### config.mk
export PLATFORM = sky130hd
export DESIGN_NAME = uart_tx
export DESIGN_NICKNAME = d
export VERILOG_FILES = /design/src/rtl/uart_tx.sv
export SDC_FILE = /design/constraint.sdc
export NUM_CORES = 1
export LEC_CHECK = 0
export ABC_AREA = 1
export BUFFER_PORTS_ARGS = -buffer_cell sky130_fd_sc_hd__buf_2
export CORE_ASPECT_RATIO = 2
export CORE_UTILIZATION = 25
export DETAILED_ROUTE_END_ITERATION = 10
export GPL_ROUTABILITY_DRIVEN = 0
export MAX_ROUTING_LAYER = met4
export PLACE_DENSITY = 0.38
export SETUP_SLACK_MARGIN = 0.02
export SLEW_MARGIN = 10
export SYNTH_ARGS = -nofsm -noshare
export SYNTH_HDL_FRONTEND = slang
export SYNTH_SLANG_ARGS = --single-unit
### constraint.sdc
create_clock -name clk -period 2.45 [get_ports clk]
set_clock_uncertainty 0.15 [all_clocks]
set_input_delay 0.49 -clock clk [delete_from_list [all_inputs] [get_ports clk]]
set_output_delay 0.49 -clock clk [all_outputs]
set_load 0.02 [all_outputs]
### src/rtl/uart_tx.sv
// UART transmitter: bus-written bytes go through a small FIFO and are sent as
// 8N1 frames, 16 baud ticks per bit, tick interval = period+1 clocks.
module uart_tx #(
  parameter logic [7:0] PERIOD = 8'h1A,
  parameter int         DEPTH  = 4
) (
  input  logic       clk,
  input  logic       reset,
  input  logic       wren,
  input  logic       rden,
  input  logic [2:0] addr,
  input  logic [7:0] din,
  output logic [7:0] dout,
  output logic       txout
);
  localparam int AW = $clog2(DEPTH);
  localparam logic [AW:0]   CNT_FULL = (AW+1)'(DEPTH);
  localparam logic [AW:0]   CNT_ONE  = (AW+1)'(1);
  localparam logic [AW-1:0] PTR_ONE  = AW'(1);

  typedef enum logic [1:0] {IDLE, LOAD, SEND} state_t;

  state_t      state_q;
  logic [7:0]  period_q;
  logic        txen_q, ovf_q;
  logic [7:0]  mem_q [DEPTH];
  logic [AW-1:0] wp_q, rp_q;
  logic [AW:0] cnt_q, cnt_d;
  logic [7:0]  baud_q;
  logic [3:0]  bt_q, bc_q;
  logic [9:0]  shift_q;
  logic        txout_q;

  logic wr_tx, full, empty, push, pop, tick, busy;

  assign wr_tx = wren && (addr == 3'b110);
  assign full  = (cnt_q == CNT_FULL);
  assign empty = (cnt_q == '0);
  // Fullness is sampled before any same-cycle pop, so a push racing a LOAD drops.
  assign push  = wr_tx && !full;
  assign pop   = (state_q == LOAD);
  // >= lets a lowered period take effect at once instead of wrapping the counter.
  assign tick  = (state_q == SEND) && (baud_q >= period_q);
  assign busy  = (state_q != IDLE);
  assign txout = txout_q;

  always_comb begin
    cnt_d = cnt_q;
    case ({push, pop})
      2'b10:   cnt_d = cnt_q + CNT_ONE;
      2'b01:   cnt_d = cnt_q - CNT_ONE;
      default: cnt_d = cnt_q;
    endcase
  end

  always_ff @(posedge clk) begin
    if (push) mem_q[wp_q] <= din;
  end

  always_ff @(posedge clk or posedge reset) begin
    if (reset) begin
      wp_q  <= '0;
      rp_q  <= '0;
      cnt_q <= '0;
    end else begin
      if (push) wp_q <= wp_q + PTR_ONE;
      if (pop)  rp_q <= rp_q + PTR_ONE;
      cnt_q <= cnt_d;
    end
  end

  always_ff @(posedge clk or posedge reset) begin
    if (reset) begin
      period_q <= PERIOD;
      txen_q   <= 1'b0;
      ovf_q    <= 1'b0;
    end else if (wren) begin
      case (addr)
        3'b100: period_q <= din;
        3'b110: if (full) ovf_q <= 1'b1;
        3'b111: begin
          txen_q <= din[0];
          if (din[2] || !din[0]) ovf_q <= 1'b0;
        end
        default: ;
      endcase
    end
  end

  always_ff @(posedge clk or posedge reset) begin
    if (reset) begin
      state_q <= IDLE;
      txout_q <= 1'b1;
      shift_q <= '1;
      baud_q  <= '0;
      bt_q    <= '0;
      bc_q    <= '0;
    end else begin
      case (state_q)
        IDLE: begin
          txout_q <= 1'b1;
          baud_q  <= '0;
          if (txen_q && !empty) state_q <= LOAD;
        end
        LOAD: begin
          shift_q <= {1'b1, mem_q[rp_q], 1'b0};
          bt_q    <= '0;
          bc_q    <= '0;
          baud_q  <= '0;
          state_q <= SEND;
        end
        SEND: begin
          txout_q <= shift_q[0];
          if (tick) begin
            baud_q <= '0;
            bt_q   <= bt_q + 4'd1;
            if (bt_q == 4'd15) begin
              shift_q <= {1'b1, shift_q[9:1]};
              bc_q    <= bc_q + 4'd1;
              if (bc_q == 4'd9) state_q <= IDLE;
            end
          end else begin
            baud_q <= baud_q + 8'd1;
          end
        end
        default: state_q <= IDLE;
      endcase
    end
  end

  always_comb begin
    dout = 8'h00;
    if (rden) begin
      case (addr)
        3'b100:  dout = period_q;
        3'b111:  dout = {4'b0000, busy, ovf_q, ~full, txen_q};
        default: dout = 8'h00;
      endcase
    end
  end
endmodule

==> results of run 1 <==
==> final cells by class <==
type	instances	area, µm²
inverter	47	176.4
timing repair buffer	35	217.7
tap	195	244.0
clock buffer	9	225.2
multi-input combinational	272	1458
clock inverter	7	81.33
fill	1579	10390
sequential	77	2103
==> synth_stat cells <==
| cell type | number | area, µm² |
|---|---|---|
| or2_1 | 1 | 6.260 |
| o211ai_1 | 9 | 67.56 |
| dfstp_2 | 13 | 341.6 |
| nor2_2 | 1 | 6.260 |
| buf_6 | 4 | 45.04 |
| nand3_2 | 1 | 10.01 |
| nand2_1 | 102 | 382.9 |
| inv_2 | 6 | 22.52 |
| nand4_1 | 1 | 6.260 |
| o21ai_0 | 11 | 55.05 |
| o22a_1 | 1 | 8.760 |
| nor3b_1 | 1 | 7.510 |
| a21o_1 | 1 | 7.510 |
| o21ai_1 | 6 | 30.03 |
| nand2_4 | 1 | 11.26 |
| a31oi_1 | 2 | 12.51 |
| a21oi_1 | 16 | 80.08 |
| nor2_1 | 43 | 161.4 |
| nand2_2 | 2 | 12.51 |
| ha_1 | 17 | 212.7 |
| or2_2 | 1 | 6.260 |
| nand3b_1 | 2 | 15.01 |
| nor3_1 | 6 | 30.03 |
| xor2_1 | 9 | 78.83 |
| edfxtp_1 | 32 | 960.9 |
| o22ai_1 | 2 | 12.51 |
| nand3_1 | 27 | 135.1 |
| nand4_2 | 1 | 12.51 |
| fa_1 | 1 | 20.02 |
| inv_1 | 41 | 153.9 |
| buf_2 | 7 | 35.03 |
| dfrtp_1 | 32 | 800.8 |
| xnor2_1 | 6 | 52.55 |
| o21ai_4 | 1 | 16.27 |
==> flip-flops by register name, indices dropped and copies added (netlist names) <==
signal / flops
mem_q: 32
shift_q: 9
baud_q: 8
period_q: 8
bc_q: 4
bt_q: 4
cnt_q: 3
rp_q: 2
state_q: 2
wp_q: 2
ovf_q: 1
txen_q: 1
txout: 1
==> cells by family (layout without fill, tap and decap cells) <==
group           count (synthesis)  count (layout)  synth area share, %
compound gates                 49              49                7.604
xor+xnor                       15              15                3.442
fa+ha+maj                      18              18                6.096
buf+inv                        58              98                6.719
flops                          77              77                55.10
simple gates                  190             190                21.04
==> through the flow <==
stage | utilization (%) | total power [mW] | worst slack [ps] | cells | cell area [µm²]
5_1_grt | 30.24 | 4.252 | 210.4 | 642 | 4506
3_5_place_dp | 28.19 | 2.659 | 330.9 | 626 | 4199
2_1_floorplan | - | 2.401 | 472.7 | 407 | 3817
4_1_cts | 30.24 | 4.055 | 310.8 | 642 | 4506
3_3_place_gp | 28.19 | 2.643 | 334.0 | 626 | 4199
6_report | 30.24 | 3.988 | 333.8 | 642 | 4506
==> worst max-delay path by stage <==
stage                                  from              endpoint  slack (ps)  cells past startpoint
floorplan                           addr[2]  cnt_q[2]$_DFFE_PP0P_         470                      9
global placement                    addr[2]  cnt_q[2]$_DFFE_PP0P_         330                     10
detailed placement  period_q[3]$_DFFE_PP1P_   bc_q[2]$_DFFE_PP0P_         330                     11
CTS                 period_q[3]$_DFFE_PP1P_   bc_q[2]$_DFFE_PP0P_         310                     11
global route                        addr[0]               dout[0]         210                      6
finish                              addr[0]               dout[1]         330                      6
==> placed cells by master (no fill, tap or decap), types with 2 or more instances in the layout <==
master and instances:
xnor2_1 6, clkbuf_16 9, edfxtp_1 32, nand2_2 2
nand2_1 102, dfrtp_1 32, inv_6 2, buf_2 23
inv_1 40, dfstp_2 13, a31oi_1 2, nand3b_1 2
ha_1 17, o21ai_1 6, nand3_1 27, inv_2 7
xor2_1 9, a21oi_1 16, clkinv_4 3, buf_4 11
o22ai_1 2, o211ai_1 9, nor3_1 6, o21ai_0 11
nor2_1 43
==> where the power goes <==
| part | switching [mW] | total [mW] | internal, mW |
|---|---|---|---|
| clock network | 0.574 | 1.38 | 0.802 |
| registers | 0.189 | 1.75 | 1.57 |
| logic | 0.510 | 0.858 | 0.349 |
| total | 1.27 | 3.99 | 2.72 |
==> routing by layer <==
metal | wire length, µm | global-route usage (%) | vias up
li1 | - | - | 1397
met4 | 204 | 6.151 | 0
met2 | 5198 | 24.24 | 26
met3 | 173 | 1.959 | 12
met5 | 0 | - | -
met1 | 3448 | 13.57 | 1328
==> flow_metrics.py, run 1 <==
metrics = {
    "setup_path": {
        "max_stage_delay_ps": 330,
        "r2r_cells": 11,
        "path_max_fanout": 6,
        "end_kind": "output pin",
        "r2r_start": "period_q[3]$_DFFE_PP1P_",
        "critPathMostFrequentCell": "buf_2",
        "crit_path_start_kind": "primary input",
        "arrival_ps": 1480,
        "crit_slowest_cell": "nor2_1",
        "path_cells": "buf_2 > inv_1 > nor2_1 > nand2_1 > a21oi_1 > buf_2",
        "r2r-end": "bc_q[1]$_DFFE_PP0P_",
        "worst-path-buf-inv": 3,
        "r2r_slack_ps": 340,
        "critPathTopFamily": "simple AND/OR/NAND/NOR gates",
        "crit_type": "primary input to output pin",
        "cp.required_ps": 1810,
    },
    "global_routing": {
        "antenna_found_initial": 0,
        "grt-ovfl-total": 0,
        "grt_use_total_pct": 13.32,
        "grt_max_degree": 28,
        "grt_pass1_wl_um": 14810,
        "grt_pass1_vias": 2853,
    },
    "final_layout": {
        "areaGrowthSynthToFinish_pct": 18.03,
        "antennaDiodeCount": 0,
        "drive_above_1_share_pct": 17.67,
        "nNetsFinal": 475,
    },
    "hold_path": {
        "min-delay-path-class": "primary input to async pin",
    },
    "detailed_routing": {
        "wl_um": 9025,
        "dr_total_vias": 2763,
        "viasPerCell": 4.304,
        "wl_per_cell_um": 14.06,
        "drt.antenna.violating_nets": 0,
        "drc": 0,
        "dr.pass1.iters": 4,
        "drt_iter0_markers": 80,
    },
    "sta": {
        "finalCritPeriodShare_pct": 86.38,
        "tightest_slew_ps": 554.6,
        "finalCriticalPeriod_ps": 2116,
        "slew_violations": 0,
        "max_clock_freq_mhz": 472.5,
        "worst_hold_slack_ps": 3.624,
        "relSlewSlack_pct": 62.99,
        "rsz0062_at_grt": "false",
        "setup_violations": 0,
        "tns_ps": 0,
        "finalHoldViolations": 0,
    },
    "die": {
        "core_um2": 14900,
        "io_pins": 24,
        "die_y_um": 176.8,
        "die_width_um": 89.38,
        "initial_core_util_pct": 25.62,
        "die_area_um2": 15800,
        "std_cell_rows": 63,
    },
    "synthesis": {
        "ys_warn_count": 0,
        "ys_ff_latch": 77,
        "synth_nets": 440,
        "syn_area_per_cell_um2": 9.379,
        "synth_cell_type_count": 34,
        "synth-seq-area-share_pct": 55.10,
        "syn_inst": 407,
        "synth_area_um2": 3817,
    },
    "place": {
        "port_buffers": 23,
        "dp_hpwl_um": 6615,
    },
    "clock_tree": {
        "cts_tree": "done",
        "cts_resized": 0,
        "cts_buffers": 9,
        "htreeDepth": 3,
        "clockBufferDepth": 2,
        "cts.sinks": 77,
        "root_buffer": "clkbuf_16",
        "clkLatencyLatePin_ps": 340,
        "cts.clk_slew.worst_paths_ps": 70,
        "cts_setup_buffers": 0,
        "hold_buffers": 0,
    },
    "pwr": {
        "power.density_nw_per_um2": 885.1,
        "ir_worst_vdd_v": 0.0003837,
        "static-leakage-power_nw": 2.064,
    },
    "job": {
        "drv_cap": 0,
    },
    "status": {
        "status": "finished clean",
    },
}
(Power assumes the default switching activity.)
==> inputs of run 2 (changes only) <==
- MAX_ROUTING_LAYER: met4 -> unset
==> run 2 against run 1 <==
Highest routed layer unchanged. Non-clock buffer count unchanged. Critical path type unchanged. Wire length increased by 0.35%. Sequential power about the same. Final cell count unchanged. Largest power group unchanged. Sequential cell count unchanged.
==> flow_metrics.py, run 2 (same netlist as run 1, synthesis figures left out) <==
metrics = {
    "setup_path": {
        "critPathMostFrequentCell": "buf_2",
        "crit_path_start_kind": "primary input",
        "max_stage_delay_ps": 330,
        "crit_slowest_cell": "nor2_1",
        "path_cells": "buf_2 > inv_1 > nor2_1 > nand2_1 > a21oi_1 > buf_2",
        "end_kind": "output pin",
        "path_max_fanout": 6,
        "arrival_ps": 1480,
        "crit_type": "primary input to output pin",
        "cp.required_ps": 1810,
    },
    "die": {
        "initial_core_util_pct": 25.62,
        "io_pins": 24,
        "die_width_um": 89.38,
        "core_um2": 14900,
        "die_y_um": 176.8,
        "std_cell_rows": 63,
        "die_area_um2": 15800,
    },
    "final_layout": {
        "seqCellArea_um2": 2103,
        "n_fill_cell": 1579,
        "drive_above_1_share_pct": 17.67,
        "nNetsFinal": 475,
        "layout_commonest_cell": "nand2_1",
        "largestRegisters": "mem_q x32, shift_q x9",
        "largest_register_ffs": 32,
        "fin_util_pct": 30.24,
        "areaGrowthSynthToFinish_pct": 18.03,
        "layout_common_cells": "nand2_1, nor2_1, inv_1",
        "regMostFlops": "mem_q",
        "multi_input_area_um2": 1458,
        "antennaDiodeCount": 0,
    },
    "detailed_routing": {
        "wl_per_cell_um": 14.11,
        "dr.pass1.iters": 4,
        "drt_iter0_markers": 75,
        "drc": 0,
        "wl_um": 9057,
        "drt.antenna.violating_nets": 0,
        "dr_total_vias": 2761,
        "viasPerCell": 4.301,
    },
    "sta": {
        "slew_violations": 0,
        "tns_ps": 0,
        "finalCritPeriodShare_pct": 86.37,
        "setup_violations": 0,
        "rsz0062_at_grt": "false",
        "finalHoldViolations": 0,
        "finalCriticalPeriod_ps": 2116,
        "relSlewSlack_pct": 62.71,
        "max_clock_freq_mhz": 472.6,
        "tightest_slew_ps": 558.8,
        "worst_hold_slack_ps": 11.77,
    },
    "clock_tree": {
        "cts_tree": "done",
        "root_buffer": "clkbuf_16",
        "hold_buffers": 0,
        "clockBufferDepth": 2,
        "clkLatencyLatePin_ps": 340,
        "cts_setup_buffers": 0,
        "htreeDepth": 3,
        "cts.sinks": 77,
        "cts_resized": 0,
        "cts_buffers": 9,
        "cts.clk_slew.worst_paths_ps": 60,
    },
    "global_routing": {
        "grt_pass1_vias": 2850,
        "grt-ovfl-total": 0,
        "grt_pass1_wl_um": 14840,
        "antenna_found_initial": 0,
        "grt_max_degree": 28,
        "grt_use_total_pct": 12.96,
    },
    "place": {
        "port_buffers": 23,
        "dp_hpwl_um": 6615,
    },
    "status": {
        "status": "finished clean",
    },
    "job": {
        "drv_cap": 0,
    },
    "hold_path": {
        "min-delay-path-class": "primary input to async pin",
    },
    "pwr": {
        "finalPower_mw": 3.988,
        "static-leakage-power_nw": 2.064,
        "power.density_nw_per_um2": 885.1,
        "ir_worst_vdd_v": 0.0003842,
    },
}
==> run 2: final timing paths <==
| check | startpoint | end | slack [ps] | cells past startpoint |
|---|---|---|---|---|
| worst max-delay path | addr[0] | dout[1] | 330 | 6 |
| worst min-delay path | reset | bt_q[3]$_DFFE_PP0P_ | 10 | 2 |
| worst max register to register | period_q[3]$_DFFE_PP1P_ | bc_q[1]$_DFFE_PP0P_ | 340 | 11 |
| worst min register to register | shift_q[7]$_DFFE_PP1P_ | shift_q[7]$_DFFE_PP1P_ | 310 | 2 |
| max in group asynchronous | reset | period_q[1]$_DFFE_PP1P_ | 1550 | 3 |
| min in group clk | addr[0] | ovf_q$_DFFE_PP0P_ | 220 | 2 |
==> run 2: cell type report <==
type                    instances  share of cell area [%]
inverters                      47                   3.916
clock buffers                   9                   4.999
flip-flops and latches         77                   46.68
multi-input cells             272                   32.35
well taps                     195                   5.415
clock inverters                 7                   1.805
repair buffers                 35                   4.832
==> run 2: metrics by stage <==
step,setup WS (ps),instance area (µm²),instances
2_1_floorplan,472.7,3817,407
3_3_place_gp,334.0,4199,626
3_5_place_dp,330.9,4199,626
4_1_cts,310.8,4506,642
5_1_grt,210.4,4506,642
6_report,333.8,4506,642
==> run 2: routing by layer <==
layer	wire length, µm	track usage, %	vias up
met5	0	0	-
met3	181	2.006	13
li1	-	-	1394
met4	217	6.151	0
met2	5157	24.20	28
met1	3501	13.60	1326
==> run 2: critical path, delay by kind of cell <==
kind,cells,cell delay (ps)
AND/OR/NAND/NOR,2,430
AO/OA/AOI/OAI,1,170
buffers and inverters,3,380
==> run 2: where the power goes <==
group,total [mW],switching [mW],internal [mW],leakage (nW)
combinational,0.858,0.510,0.349,1.10
sequential,1.75,0.189,1.57,0.822
clock,1.38,0.574,0.802,0.147
